==> src/rtl/regfile_write_arbiter_if.sv <==
// regfile_write_arbiter_if
//   Bundles the two writeback source handshakes, the register-file write
//   port, the hazard query/response signals and the conflict counter of
//   regfile_write_arbiter.
//   master : writeback sources / regfile / hazard logic side
//            (drives vld*, addr*, data*, a1, a2)
//   slave  : the arbiter (drives rdy*, we3, a3, wd3, pend*, conflict_cnt)
interface regfile_write_arbiter_if #(
    parameter int DATA_WIDTH = 32,
    parameter int ADDR_WIDTH = 5,
    parameter int CNT_WIDTH  = 16
);
    logic                  vld0;
    logic                  rdy0;
    logic [ADDR_WIDTH-1:0] addr0;
    logic [DATA_WIDTH-1:0] data0;
    logic                  vld1;
    logic                  rdy1;
    logic [ADDR_WIDTH-1:0] addr1;
    logic [DATA_WIDTH-1:0] data1;
    logic                  we3;
    logic [ADDR_WIDTH-1:0] a3;
    logic [DATA_WIDTH-1:0] wd3;
    logic [ADDR_WIDTH-1:0] a1;
    logic [ADDR_WIDTH-1:0] a2;
    logic                  pend1;
    logic                  pend2;
    logic [CNT_WIDTH-1:0]  conflict_cnt;

    modport master (
        output vld0, addr0, data0, vld1, addr1, data1, a1, a2,
        input  rdy0, rdy1, we3, a3, wd3, pend1, pend2, conflict_cnt
    );

    modport slave (
        input  vld0, addr0, data0, vld1, addr1, data1, a1, a2,
        output rdy0, rdy1, we3, a3, wd3, pend1, pend2, conflict_cnt
    );
endinterface

==> src/rtl/regfile_write_arbiter.sv <==
// regfile_write_arbiter
//   Shares the single register-file write port between port 0 (ALU
//   writeback) and port 1 (multi-cycle unit). Each port has a one-entry
//   slot; writes leave oldest-first, x0 writes are swallowed, and pending
//   destinations are flagged against read addresses a1/a2.
//   clk     : rising-edge clock
//   reset_n : asynchronous active-low reset
//   bus     : slave side of regfile_write_arbiter_if
//             vld/rdy/addr/data x2 in, we3/a3/wd3 out, a1/a2 in,
//             pend1/pend2 out, conflict_cnt out (saturating)
module regfile_write_arbiter #(
    parameter int DATA_WIDTH = 32,
    parameter int ADDR_WIDTH = 5,
    parameter int CNT_WIDTH  = 16
) (
    input  logic                   clk,
    input  logic                   reset_n,
    regfile_write_arbiter_if.slave bus
);
    logic                  full0, full1;
    logic [ADDR_WIDTH-1:0] saddr0, saddr1;
    logic [DATA_WIDTH-1:0] sdata0, sdata1;
    logic                  older;   // slot1 loaded strictly before slot0
    logic                  tie;     // both slots loaded on the same edge
    logic                  last;    // port granted most recently
    logic [CNT_WIDTH-1:0]  cnt;

    logic                  grant0, grant1;
    logic                  load0, load1;

    always_comb begin
        grant0 = 1'b0;
        grant1 = 1'b0;
        if (full0 && !full1) begin
            grant0 = 1'b1;
        end else if (full1 && !full0) begin
            grant1 = 1'b1;
        end else if (full0 && full1) begin
            if (!tie) begin
                if (older) grant1 = 1'b1;
                else       grant0 = 1'b1;
            end else if (saddr0 == saddr1) begin
                // same destination: port 1 goes first so port 0's value lands last
                grant1 = 1'b1;
            end else if (last) begin
                grant0 = 1'b1;
            end else begin
                grant1 = 1'b1;
            end
        end
    end

    always_comb begin
        bus.rdy0 = !full0 || grant0;
        bus.rdy1 = !full1 || grant1;
        // x0 transfers complete the handshake but never occupy a slot
        load0 = bus.vld0 && bus.rdy0 && (bus.addr0 != '0);
        load1 = bus.vld1 && bus.rdy1 && (bus.addr1 != '0);

        bus.we3 = grant0 || grant1;
        bus.a3  = '0;
        bus.wd3 = '0;
        if (grant1) begin
            bus.a3  = saddr1;
            bus.wd3 = sdata1;
        end else if (grant0) begin
            bus.a3  = saddr0;
            bus.wd3 = sdata0;
        end

        bus.pend1 = (bus.a1 != '0) &&
                    ((full0 && saddr0 == bus.a1) || (full1 && saddr1 == bus.a1));
        bus.pend2 = (bus.a2 != '0) &&
                    ((full0 && saddr0 == bus.a2) || (full1 && saddr1 == bus.a2));
        bus.conflict_cnt = cnt;
    end

    always_ff @(posedge clk or negedge reset_n) begin
        if (!reset_n) begin
            full0  <= 1'b0;
            full1  <= 1'b0;
            saddr0 <= '0;
            saddr1 <= '0;
            sdata0 <= '0;
            sdata1 <= '0;
            older  <= 1'b0;
            tie    <= 1'b0;
            last   <= 1'b1;
            cnt    <= '0;
        end else begin
            if (load0) begin
                full0  <= 1'b1;
                saddr0 <= bus.addr0;
                sdata0 <= bus.data0;
            end else if (grant0) begin
                full0  <= 1'b0;
            end

            if (load1) begin
                full1  <= 1'b1;
                saddr1 <= bus.addr1;
                sdata1 <= bus.data1;
            end else if (grant1) begin
                full1  <= 1'b0;
            end

            if (grant0)      last <= 1'b0;
            else if (grant1) last <= 1'b1;

            // age only matters while both slots stay occupied; a lone slot's
            // stale flags are overwritten by the next load that pairs it
            if (load0 && load1) begin
                tie   <= 1'b1;
            end else if (load0 && full1 && !grant1) begin
                tie   <= 1'b0;
                older <= 1'b1;
            end else if (load1 && full0 && !grant0) begin
                tie   <= 1'b0;
                older <= 1'b0;
            end

            if (full0 && full1 && cnt != '1) cnt <= cnt + CNT_WIDTH'(1);
        end
    end
endmodule
==> src/flat_wrapper.sv <==
// flat-port wrapper written by rule: the top's interface ports become plain ports
module regfile_write_arbiter_flat 
#(
    parameter int DATA_WIDTH = 32,
    parameter int ADDR_WIDTH = 5,
    parameter int CNT_WIDTH  = 16
)
  (clk, reset_n, bus_vld0, bus_addr0, bus_data0, bus_vld1, bus_addr1, bus_data1, bus_a1, bus_a2, bus_rdy0, bus_rdy1, bus_we3, bus_a3, bus_wd3, bus_pend1, bus_pend2, bus_conflict_cnt);
  regfile_write_arbiter_if #(.DATA_WIDTH(DATA_WIDTH), .ADDR_WIDTH(ADDR_WIDTH), .CNT_WIDTH(CNT_WIDTH)) bus_i ();
  input  logic clk;
  input  logic reset_n;
  input wire logic [$bits(bus_i.vld0)-1:0] bus_vld0;
  input wire logic [$bits(bus_i.addr0)-1:0] bus_addr0;
  input wire logic [$bits(bus_i.data0)-1:0] bus_data0;
  input wire logic [$bits(bus_i.vld1)-1:0] bus_vld1;
  input wire logic [$bits(bus_i.addr1)-1:0] bus_addr1;
  input wire logic [$bits(bus_i.data1)-1:0] bus_data1;
  input wire logic [$bits(bus_i.a1)-1:0] bus_a1;
  input wire logic [$bits(bus_i.a2)-1:0] bus_a2;
  output wire logic [$bits(bus_i.rdy0)-1:0] bus_rdy0;
  output wire logic [$bits(bus_i.rdy1)-1:0] bus_rdy1;
  output wire logic [$bits(bus_i.we3)-1:0] bus_we3;
  output wire logic [$bits(bus_i.a3)-1:0] bus_a3;
  output wire logic [$bits(bus_i.wd3)-1:0] bus_wd3;
  output wire logic [$bits(bus_i.pend1)-1:0] bus_pend1;
  output wire logic [$bits(bus_i.pend2)-1:0] bus_pend2;
  output wire logic [$bits(bus_i.conflict_cnt)-1:0] bus_conflict_cnt;
  assign bus_i.vld0 = bus_vld0;
  assign bus_i.addr0 = bus_addr0;
  assign bus_i.data0 = bus_data0;
  assign bus_i.vld1 = bus_vld1;
  assign bus_i.addr1 = bus_addr1;
  assign bus_i.data1 = bus_data1;
  assign bus_i.a1 = bus_a1;
  assign bus_i.a2 = bus_a2;
  assign bus_rdy0 = bus_i.rdy0;
  assign bus_rdy1 = bus_i.rdy1;
  assign bus_we3 = bus_i.we3;
  assign bus_a3 = bus_i.a3;
  assign bus_wd3 = bus_i.wd3;
  assign bus_pend1 = bus_i.pend1;
  assign bus_pend2 = bus_i.pend2;
  assign bus_conflict_cnt = bus_i.conflict_cnt;
  regfile_write_arbiter #(.DATA_WIDTH(DATA_WIDTH), .ADDR_WIDTH(ADDR_WIDTH), .CNT_WIDTH(CNT_WIDTH)) u_core (.clk(clk), .reset_n(reset_n), .bus(bus_i));
endmodule
==> config.mk <==
export PLATFORM = sky130hd
export DESIGN_NAME = regfile_write_arbiter_flat
export DESIGN_NICKNAME = d
export VERILOG_FILES = /design/src/rtl/regfile_write_arbiter_if.sv /design/src/rtl/regfile_write_arbiter.sv /design/src/flat_wrapper.sv
export SDC_FILE = /design/constraint.sdc
export NUM_CORES = 1
export LEC_CHECK = 0
export ABC_AREA = 1
export BUFFER_PORTS_ARGS = -buffer_cell sky130_fd_sc_hd__clkbuf_2
export CORE_MARGIN = 1.5
export CORE_UTILIZATION = 54
export CTS_BUF_LIST = sky130_fd_sc_hd__clkbuf_8
export DETAILED_ROUTE_END_ITERATION = 6
export PLACE_DENSITY = 0.83
export SLEW_MARGIN = 20
export SYNTH_ARGS = -nofsm -noshare
export SYNTH_HDL_FRONTEND = slang
export SYNTH_SLANG_ARGS = --single-unit
==> constraint.sdc <==
create_clock -name clk -period 2.04 [get_ports clk]
set_input_delay 0.306 -clock clk [delete_from_list [all_inputs] [get_ports clk]]
set_output_delay 0.306 -clock clk [all_outputs]
set_load 0.02 [all_outputs]
==> impl_metrics.env <==
export IMPL_cts_sinks=95
export IMPL_grtUsageTotal_pct=27.9
export IMPL_drt_first_pass_iters=4
export IMPL_rsz0062_at_grt="true"
export IMPL_clk_pin_slew_ns=0.10
export IMPL_synthDistinctLibCells=31
export IMPL_cts_buffers=9
export IMPL_worst_pin_slew_ns=0.499
export IMPL_synthMostInstantiatedCell="nand2_1"
export IMPL_drv_slew=0
export IMPL_slowest_delay_ns=0.42
export IMPL_antenna_cells=0
export IMPL_ys_flop_type="dfrtp_1"
export IMPL_yosys_area_top_type="dfrtp_1"
export IMPL_final_period_utilization_pct=116
export IMPL_synth_seq_area_share_pct=48.5
export IMPL_postRouteAntennaNets=0
export IMPL_crit_top_cell="nand2_4"
export IMPL_finish_utilization_pct=77.2
export IMPL_crit_path_start_kind="flop"
export IMPL_peakVddDrop_mv=0.891
export IMPL_crit_slowest_cell="dfrtp_1"
export IMPL_core_area_um2=8760
export IMPL_arrival_ns=2.06
export IMPL_cts_path_max_buffers=2
export IMPL_grt_remaining_overflow=0
export IMPL_cp_top_family="simple AND/OR/NAND/NOR gates"
export IMPL_die_y_um=98.3
export IMPL_synth_edf_count=0
export IMPL_pwr_density_cell_nw_per_um2=1550
export IMPL_layout_drive_gt1_share_pct=43.0
export IMPL_htreeDepth=3
export IMPL_initial_core_util_pct=56.0
export IMPL_root_buffer="clkbuf_8"
export IMPL_grt_pass1_wl_mm=21.7
export IMPL_cap_violations=0
export IMPL_clock_skew_ns=0.0114
export IMPL_fp_row_count=34
export IMPL_ys_top_cells_by_area="dfrtp_1 (48%), nand2_1 (9.2%), inv_1 (7.3%)"
export IMPL_vias=4631
export IMPL_synthCells=583
export IMPL_avgSynthCellArea_um2=8.41
export IMPL_path_max_fanout=7
export IMPL_io_pin_count=146
export IMPL_drtIter0Drc=222
export IMPL_drc=0
export IMPL_required_ns=1.73
export IMPL_grt_max_degree=50
export IMPL_min_path_type="input pin to flop"
export IMPL_finalNetCount=845
export IMPL_yosys_warnings=0
export IMPL_dp_hpwl_mm=8.93
export IMPL_ys_async_sr_fraction_pct=100
export IMPL_multi_input_area_um2=2260
export IMPL_fmax_mhz=422
export IMPL_finalCriticalPeriod_ns=2.37
export IMPL_grt_pass1_vias=4636
export IMPL_synth_top_area_share_pct=48.0
export IMPL_path_class="flop to primary output"
export IMPL_setup_viol=39
export IMPL_cts_tree="yes"
export IMPL_drt_wl_total_mm=13.6
export IMPL_post_drt_wl_per_cell_um=15.6
export IMPL_fin_setup_tns_ns=-11.29
export IMPL_slew_headroom_pct=66.7
export IMPL_syn2layout_area_growth_pct=37.9
export IMPL_cp_buffers_inverters=3
export IMPL_cp_end_kind="primary output"
export IMPL_cp_cell_sequence="inv_1 > nand2_1 > nand2_1 > nor2_1 > nand3_1 > nand2_2 > nand2_4 > nand2_4 > o21ai_4 > clkbuf_16 > nand2_4 > o21ai_2 > clkbuf_8"
export IMPL_gp_congestion=0.903
export IMPL_violations="setup timing"
export IMPL_clk_latency_ns=0.36
export IMPL_synthTopCellsByCount="nand2_1 (120), inv_1 (96), dfrtp_1 (94), o21ai_0 (67), nor2_1 (44)"
export IMPL_ys_seq_elements=95
export IMPL_status="finished with violations"
export IMPL_synth_fp_nets=672
export IMPL_avgViaCountPerCell=5.33
export IMPL_p_leak_nw=3.55
export IMPL_seq_area_um2=2380
export IMPL_setup_slack_ns=-0.330
export IMPL_hold_ws_ns=0.149
export IMPL_dieArea_um2=9660
export IMPL_die_x_um=98.3
export IMPL_portBuffers=145
export IMPL_hold_viol_final=0
export IMPL_synth_area_um2=4900
export IMPL_nFillCells=618
export IMPL_antenna_found_initial=0
-- power by group --
| part | switching [mW] | internal, mW | total [mW] |
|---|---|---|---|
| Sequential | 0.429 | 2.51 | 2.94 |
| Combinational | 3.55 | 2.70 | 6.25 |
| Clock | 0.680 | 0.646 | 1.33 |
| Total | 4.66 | 5.85 | 10.5 |
-- worst min-delay path, cell delays in order --
cell	delay [ns]
clkbuf_2	0.08
inv_1	0.04
o21ai_1	0.05
-- cell type report --
cell class | instances | area share (%)
clock buffer | 11 | 2.24
clock inverter | 5 | 0.907
inverter | 97 | 5.42
multi-input combinational | 366 | 33.4
sequential | 95 | 35.2
tap | 108 | 2.00
timing repair buffer | 187 | 20.8
-- timing repair --
item                       4_1_cts  5_1_grt
hold buffers                     1        0
setup endpoints to repair       39       45
pin swaps                        8        8
buffers inserted                12        6
resized for setup              117       91
hold endpoints to repair        35        0
gates cloned                     3        1
-- kinds of logic after synthesis --
family / synth area share [%]
simple gates: 19.6
compound gates: 16.9
buf+inv: 11.0
flops: 48.5
xor+xnor: 3.75
fa+ha+maj: 0.255
-- final timing paths --
check,from,endpoint,slack [ns],depth (start not counted)
setup / recovery,u_core.saddr0[1],bus_a3[0],-0.33,13
hold / removal,bus_data0[26],u_core.sdata0[26],0.15,3
setup reg to reg,u_core.saddr0[1],u_core.sdata1[19],0.14,13
hold reg to reg,u_core.sdata0[16],u_core.sdata0[16],0.49,2
max in group asynchronous,reset_n,u_core.bus.conflict_cnt[14],0.95,3
min in group asynchronous,reset_n,u_core.sdata1[5],0.45,2
-- metal layers --
layer	up-vias	share of wire, %	global-route usage [%]
met5	-	0	0
met4	0	2.6	9.64
met3	32	7.0	6.23
met2	202	50	46.5
met1	2203	41	36.0
li1	2194	-	-
-- cells in the final DEF (no fill, tap or decap), drive strengths merged --
| cell type | Yosys | final |
|---|---|---|
| a211oi | 3 | 3 |
| a21oi | 38 | 38 |
| a221oi | 3 | 3 |
| a22oi | 2 | 2 |
| buf | 19 | 67 |
| bufinv | 0 | 1 |
| clkbuf | 6 | 130 |
| clkinv | 0 | 1 |
| dfrtp | 94 | 94 |
| dfstp | 1 | 1 |
| dlygate4sd3 | 0 | 1 |
| ha | 1 | 1 |
| inv | 97 | 100 |
| nand2 | 124 | 124 |
| nand3 | 18 | 18 |
| nand4 | 8 | 8 |
| nor2 | 54 | 54 |
| nor3 | 4 | 4 |
| nor4 | 4 | 4 |
| o21ai | 78 | 78 |
| o22ai | 7 | 7 |
| or2 | 1 | 1 |
| xnor2 | 14 | 14 |
| xor2 | 7 | 7 |
-- metrics by stage --
step	std cells	setup WS (ns)	instance area [µm²]	power (mW)
2_1_floorplan	583	-0.0212	4900	5.81
3_3_place_gp	835	0.0846	5890	7.29
3_5_place_dp	835	-0.0181	5890	7.43
4_1_cts	866	-0.271	6540	9.93
5_1_grt	869	-0.458	6760	11.1
6_report	869	-0.330	6760	10.5
-- state kept, by name, indices dropped and copies added, names as in the netlist --
register / flops
u_core.bus.conflict_cnt: 16
u_core.full0: 1
u_core.full1: 1
u_core.last: 1
u_core.older: 1
u_core.saddr0: 5
u_core.saddr1: 5
u_core.sdata0: 32
u_core.sdata1: 32
u_core.tie: 1
No activity file was read; power rests on OpenSTA's default activity.
